===== config.mk =====
export PLATFORM = sky130hd
export DESIGN_NAME = mem2_load_stage
export DESIGN_NICKNAME = d
export VERILOG_FILES = /design/src/rtl/mem2_load_stage_pkg.sv /design/src/rtl/mem2_load_stage_align.sv /design/src/rtl/mem2_load_stage.sv
export SDC_FILE = /design/constraint.sdc
export NUM_CORES = 1
export LEC_CHECK = 0
export ABC_AREA = 1
export CORE_MARGIN = 2
export CORE_UTILIZATION = 39
export DETAILED_ROUTE_END_ITERATION = 7
export PLACE_DENSITY = 0.85
export SLEW_MARGIN = 10
export SYNTH_ARGS = -nofsm -noshare
export SYNTH_HDL_FRONTEND = slang
export SYNTH_HIERARCHICAL = 1
export SYNTH_SLANG_ARGS = --single-unit

===== constraint.sdc =====
create_clock -name clk -period 10.34 [get_ports clk]
set_clock_uncertainty 0.2 [all_clocks]
set_input_delay 2.068 -clock clk [delete_from_list [all_inputs] [get_ports clk]]
set_output_delay 2.068 -clock clk [all_outputs]
set_load 0.01 [all_outputs]

===== src/rtl/mem2_load_stage_pkg.sv =====
// ============================================================================
// Module      : mem_pkg
// Description : Shared types for the memory-2 load stage and its aligner.
// Revision    : 1.0 - initial release
// ============================================================================
`default_nettype none

package mem_pkg;

  typedef enum logic [1:0] {
    BYTE      = 2'd0,
    HALF_WORD = 2'd1,
    WORD      = 2'd2,
    DWORD     = 2'd3
  } byte_type_t;

  typedef enum logic [1:0] {
    IDLE  = 2'd0,
    WAIT  = 2'd1,
    HOLD  = 2'd2,
    DRAIN = 2'd3
  } mem2_state_t;

endpackage

`default_nettype wire


===== src/rtl/mem2_load_stage_align.sv =====
// ============================================================================
// Module      : load_align
// Description : Lane select plus sign/zero extension of a dcache read word.
// Revision    : 1.0 - initial release
// ============================================================================
`default_nettype none

module load_align
  import mem_pkg::*;
#(
  parameter  int DATA_W = 32,
  localparam int OFF_W  = $clog2(DATA_W / 8)
) (
  input  logic [DATA_W-1:0] i_data,
  input  byte_type_t        i_byte_type,
  input  logic              i_is_signed,
  input  logic [OFF_W-1:0]  i_offset,
  output logic [DATA_W-1:0] o_data
);

  logic [7:0]        w_byte;
  logic [15:0]       w_half;
  logic [31:0]       w_word;
  logic [DATA_W-1:0] w_dword;
  logic [OFF_W-1:0]  w_half_off;

  assign w_byte     = 8'(i_data >> {i_offset, 3'b000});
  assign w_half_off = {i_offset[OFF_W-1:1], 1'b0};
  assign w_half     = 16'(i_data >> {w_half_off, 3'b000});

  // A 32-bit datapath has a single word lane and cannot return a doubleword.
  generate
    if (DATA_W == 64) begin : g_dw64
      assign w_word  = i_offset[OFF_W-1] ? i_data[63:32] : i_data[31:0];
      assign w_dword = i_data;
    end else begin : g_dw32
      assign w_word  = i_data[31:0];
      assign w_dword = '0;
    end
  endgenerate

  always_comb begin
    o_data = '0;
    case (i_byte_type)
      BYTE:      o_data = i_is_signed ? DATA_W'($signed(w_byte)) : DATA_W'(w_byte);
      HALF_WORD: o_data = i_is_signed ? DATA_W'($signed(w_half)) : DATA_W'(w_half);
      WORD:      o_data = i_is_signed ? DATA_W'($signed(w_word)) : DATA_W'(w_word);
      DWORD:     o_data = w_dword;
      default:   o_data = '0;
    endcase
  end

endmodule

`default_nettype wire


===== src/rtl/mem2_load_stage.sv =====
// ============================================================================
// Module      : mem2_load_stage
// Description : Memory-2 stage register with outstanding dcache load tracking.
// Revision    : 1.0 - initial release
// ============================================================================
`default_nettype none

module mem2_load_stage
  import mem_pkg::*;
#(
  parameter  int DATA_W = 32,
  localparam int OFF_W  = $clog2(DATA_W / 8)
) (
  input  logic              clk,
  input  logic              rst,
  input  logic              stall_in,
  input  logic              flush_in,
  input  logic              in_valid,
  input  logic              in_is_load,
  input  logic              in_excp,
  input  logic [1:0]        in_byte_type,
  input  logic              in_is_signed,
  input  logic [OFF_W-1:0]  in_offset,
  input  logic [DATA_W-1:0] in_ex_out,
  input  logic [31:0]       in_pc,
  input  logic [31:0]       in_pc_plus4,
  input  logic              in_is_wr_rd,
  input  logic              in_is_wr_rd_pc_plus4,
  input  logic [4:0]        in_rd,
  input  logic              rsp_valid,
  input  logic [DATA_W-1:0] rsp_data,
  output logic              dcache_stall,
  output logic              fwd_valid,
  output logic              fwd_pending,
  output logic [4:0]        fwd_idx,
  output logic [DATA_W-1:0] fwd_data,
  output logic              out_valid,
  output logic              out_is_wr_rd,
  output logic [4:0]        out_rd,
  output logic [DATA_W-1:0] out_data,
  output logic [31:0]       out_pc,
  output logic              out_excp
);

  logic              r_valid;
  logic              r_is_load;
  logic              r_excp;
  byte_type_t        r_byte_type;
  logic              r_is_signed;
  logic [OFF_W-1:0]  r_offset;
  logic [DATA_W-1:0] r_ex_out;
  logic [31:0]       r_pc;
  logic [31:0]       r_pc_plus4;
  logic              r_is_wr_rd;
  logic              r_is_wr_rd_pc4;
  logic [4:0]        r_rd;

  mem2_state_t       r_state;
  logic [DATA_W-1:0] r_hold;

  logic              w_wait_load;
  logic              w_data_avail;
  logic              w_load_busy;
  logic [DATA_W-1:0] w_raw;
  logic [DATA_W-1:0] w_aligned;
  logic [DATA_W-1:0] w_data;

  always_ff @(posedge clk) begin
    if (rst) begin
      r_valid <= 1'b0;
    end else if (flush_in) begin
      r_valid <= 1'b0;
    end else if (!stall_in) begin
      if (r_state == DRAIN) begin
        r_valid <= 1'b0;
      end else begin
        r_valid        <= in_valid;
        r_is_load      <= in_is_load;
        r_excp         <= in_excp;
        r_byte_type    <= byte_type_t'(in_byte_type);
        r_is_signed    <= in_is_signed;
        r_offset       <= in_offset;
        r_ex_out       <= in_ex_out;
        r_pc           <= in_pc;
        r_pc_plus4     <= in_pc_plus4;
        r_is_wr_rd     <= in_is_wr_rd;
        r_is_wr_rd_pc4 <= in_is_wr_rd_pc_plus4;
        r_rd           <= in_rd;
      end
    end
  end

  assign w_wait_load  = r_valid & r_is_load & ~r_excp;
  assign w_data_avail = (r_state == HOLD) |
                        (rsp_valid & ((r_state == IDLE) | (r_state == WAIT)));
  assign w_load_busy  = w_wait_load & ~w_data_avail;

  // A response consumed while the stage advances passes straight through;
  // it is only parked in HOLD when the entry cannot leave this cycle.
  always_ff @(posedge clk) begin
    if (rst) begin
      r_state <= IDLE;
      r_hold  <= '0;
    end else begin
      case (r_state)
        IDLE: begin
          if (w_wait_load) begin
            if (rsp_valid) begin
              if (!flush_in && stall_in) begin
                r_state <= HOLD;
                r_hold  <= rsp_data;
              end
            end else begin
              r_state <= flush_in ? DRAIN : WAIT;
            end
          end
        end
        WAIT: begin
          if (rsp_valid) begin
            if (!flush_in && stall_in) begin
              r_state <= HOLD;
              r_hold  <= rsp_data;
            end else begin
              r_state <= IDLE;
            end
          end else if (flush_in) begin
            r_state <= DRAIN;
          end
        end
        HOLD: begin
          if (!stall_in || flush_in) begin
            r_state <= IDLE;
          end
        end
        DRAIN: begin
          if (rsp_valid) begin
            r_state <= IDLE;
          end
        end
        default: r_state <= IDLE;
      endcase
    end
  end

  assign w_raw = (r_state == HOLD) ? r_hold : rsp_data;

  load_align #(
    .DATA_W(DATA_W)
  ) u_align (
    .i_data     (w_raw),
    .i_byte_type(r_byte_type),
    .i_is_signed(r_is_signed),
    .i_offset   (r_offset),
    .o_data     (w_aligned)
  );

  always_comb begin
    w_data = r_ex_out;
    if (r_is_wr_rd_pc4) begin
      w_data = DATA_W'(r_pc_plus4);
    end else if (r_is_load && !r_excp) begin
      w_data = w_aligned;
    end
  end

  assign dcache_stall = w_load_busy | (r_state == DRAIN);
  assign fwd_valid    = r_valid & r_is_wr_rd;
  assign fwd_pending  = fwd_valid & w_load_busy;
  assign fwd_idx      = r_rd;
  assign fwd_data     = w_data;
  assign out_valid    = r_valid & ~flush_in & ~dcache_stall;
  assign out_is_wr_rd = r_is_wr_rd;
  assign out_rd       = r_rd;
  assign out_data     = w_data;
  assign out_pc       = r_pc;
  assign out_excp     = r_excp;

endmodule

`default_nettype wire


==> results.cfg <==
[outcome]
status = completed

[sta]
slew_violations = 0
post-route-period-util_pct = 66.31
timing.fmax_mhz = 145.8
layout_setup_ws_ps = 3483
max_slew_margin_pct = 32.12
worst_slew_pin_slew_ps = 1017
finalSetupViolCount = 0
hold_violations = 0
layout_min_cycle_time_ps = 6857
tns_ps = 0
rsz0062_at_grt = no

[global_routing]
grt_pass1_vias = 5782
track_usage_pct = 21.16
grt-ovfl-total = 0
grt_max_degree = 76
grt_pass1_wl_mm = 29.59
antenna_found_initial = 0

[yosys]
syn-num-nets = 926
yosys.area_share.simple_pct = 25.28
synth_compound_area_share_pct = 6.775
synth_xor_area_share_pct = 0
ys_warn_count = 6
ys_seq_area_share_pct = 58.91
synth_top_family_by_area = simple AND/OR/NAND/NOR gates
synth_fa_ha_area_share_pct = 0
avgSynthCellArea_sq_um = 8.736
syn_area_sq_um = 6797
synth_cell_types = 24
synthCells = 778
synthMuxAreaShare_pct = 0
ys_ff_latch = 145

[pwr]
combinationalPowerShare_pct = 21.5
peakVddDrop_mv = 0.1276
p_sw_mw = 0.4759
p_leak_nw = 3.966
p_seq_share_pct = 41.1
p_clk_share_pct = 37.4
powerDensity_nw_per_um2 = 167.2
power.internal_mw = 1.172
switching_share_pct = 28.88

[clock_tree]
tritoncts = yes
ctsRootBufferMaster = clkbuf_16
postCtsHoldBufs = 0
clock_path_buffers = 2
cts_htree_levels = 4
post_cts_buffers = 0
insertion_delay_ps = 420
cts_resized = 0
clk_pin_slew_ps = 60
clkSinkCount = 145
cts_buffers = 17

[route]
drtIter0Drc = 262
wirelength_mm = 19.49
drc_errors = 0
dr.pass1.iters = 5
wire_per_inst_microns = 15.89
vias = 5965
antenna_left = 0
vias_per_cell = 4.861

[place]
pre_cts_ws_ps = 3548
dp_hpwl_mm = 14.06
globalplace.congestion = 0.8991
numPortBuffers = 259
dp.cells = 1195

[worst_setup_path]
worstSetupStartpointType = input port
worst_path_most_repeated_cell = nand2_1
required_ps = 8070
crit_slowest_cell = clkdlybuf4s50_1
worstPathCellList = clkdlybuf4s50_1 -> nand2_1 -> nand2_1 -> nand2_1 -> nand2_2 -> nand2_2 -> nand2_1 -> nand2_2 -> nand2_1 -> nand2_1 -> a31oi_1 -> clkdlybuf4s50_1
slowest_delay_ps = 630
cp.arrival_ps = 4590
cp_top_family = simple AND/OR/NAND/NOR gates
cp.depth = 12
reg2reg_depth = 5
endpoint_kind = output pin
criticalPathCategory = in2out
path_buf_inv = 2
cp_max_fo = 24

[die]
die_area_sq_um = 18500
io_pins = 260
core-area_sq_um = 17180
fp.dieH_microns = 136.0
num_rows = 48
initial_core_util_pct = 39.57
die_w_microns = 136.0

[layout]
n_antenna_cell = 0
nets = 1137
syn_to_final_growth_pct = 45.05
stdcell_count = 1227
layout-drive-gt1-share_pct = 5.788

[hold_path]
worstHoldPathType = reg2reg
hold_depth = 2

[run]
maxCapViolCount = 0
[kinds of logic after synthesis]
group | after synthesis
compound gates | 83
simple gates | 437
buf+inv | 113
flops | 145
[path summary, 6_finish.rpt]
check                          startpoint                        to  slack [ps]
hold / removal     r_hold[1]$_SDFFE_PP0P_    r_hold[1]$_SDFFE_PP0P_         280
hold reg to reg    r_hold[1]$_SDFFE_PP0P_    r_hold[1]$_SDFFE_PP0P_         280
setup / recovery             rsp_data[31]               fwd_data[9]        3480
setup reg to reg  r_state[1]$_SDFFE_PP0P_  r_pc_plus4[15]$_DFFE_PP_        7690
[registers in the layout, summed over array words and instances, names as in the netlist, 2 cells and up]
signal       count
out_pc          32
r_ex_out        32
r_state          2
r_byte_type      2
r_offset         2
r_hold          32
fwd_idx          5
r_pc_plus4      32
[cells in the final DEF, fill, tap and decap left out, drive strengths merged, types with 9 or more instances in the layout]
master and count:
dfxtp 35, nand3 14, o21ai 40, inv 47, clkdlybuf4s50 259, edfxtp 110, clkbuf 17, a21oi 9
nor2 122, nand2 298, a31oi 32
[power by group through the flow]
| stage | clock [mW] | combinational (mW) | sequential [mW] |
|---|---|---|---|
| after floorplan | 0 | 0.208 | 0.688 |
| after global routing | 0.654 | 0.390 | 0.680 |
| after detailed placement | 0 | 0.352 | 0.690 |
| after CTS | 0.630 | 0.354 | 0.677 |
| final | 0.616 | 0.355 | 0.677 |
| after global placement | 0 | 0.344 | 0.688 |
[Yosys cell counts (all sizes together)]
cell type / n / area share, %
nor3: 2 / 0.22
a31oi: 32 / 2.9
clkbuf: 18 / 1.0
nand2: 298 / 17
buf: 54 / 5.7
inv: 41 / 2.3
o21ai: 40 / 2.9
a21oi: 9 / 0.66
edfxtp: 110 / 49
a22oi: 1 / 0.11
nand4: 1 / 0.092
nand3: 14 / 1.2
nor2: 122 / 7.1
dfxtp: 35 / 10
o21bai: 1 / 0.11
[routing by layer]
metal	up-vias	track usage, %	wire (microns)
met2	255	36.63	9953
met1	2756	24.30	7306
met4	0	8.912	584
met5	-	0	0
met3	37	6.339	1649
li1	2917	-	-
[per-stage QoR]
stage               area (sq um)  total power [mW]  utilization [%]  hold slack [ps]
CTS                         9858             1.661            57.39            286.7
detailed placement          9261             1.042            53.92            273.1
finish                      9858             1.648            57.39            284.1
global placement            9261             1.032            53.92            262.2
global route                9858             1.725            57.39            296.7
floorplan                   6802            0.8956                -            254.6
[cell type report]
type	instances	area [sq um]
well taps	225	281.5
fillers	1483	7318
inverters	41	153.9
clock buffers	17	425.4
multi-input cells	520	2192
clock inverters	15	171.4
repair buffers	264	2630
flip-flops and latches	145	4004
[worst min-delay path, cell delays in order (launching register included)]
cell	delay (ps)
dfxtp_1	320
nor2_1	50
nor2_1	80
Power figures use the tool's default switching activity.
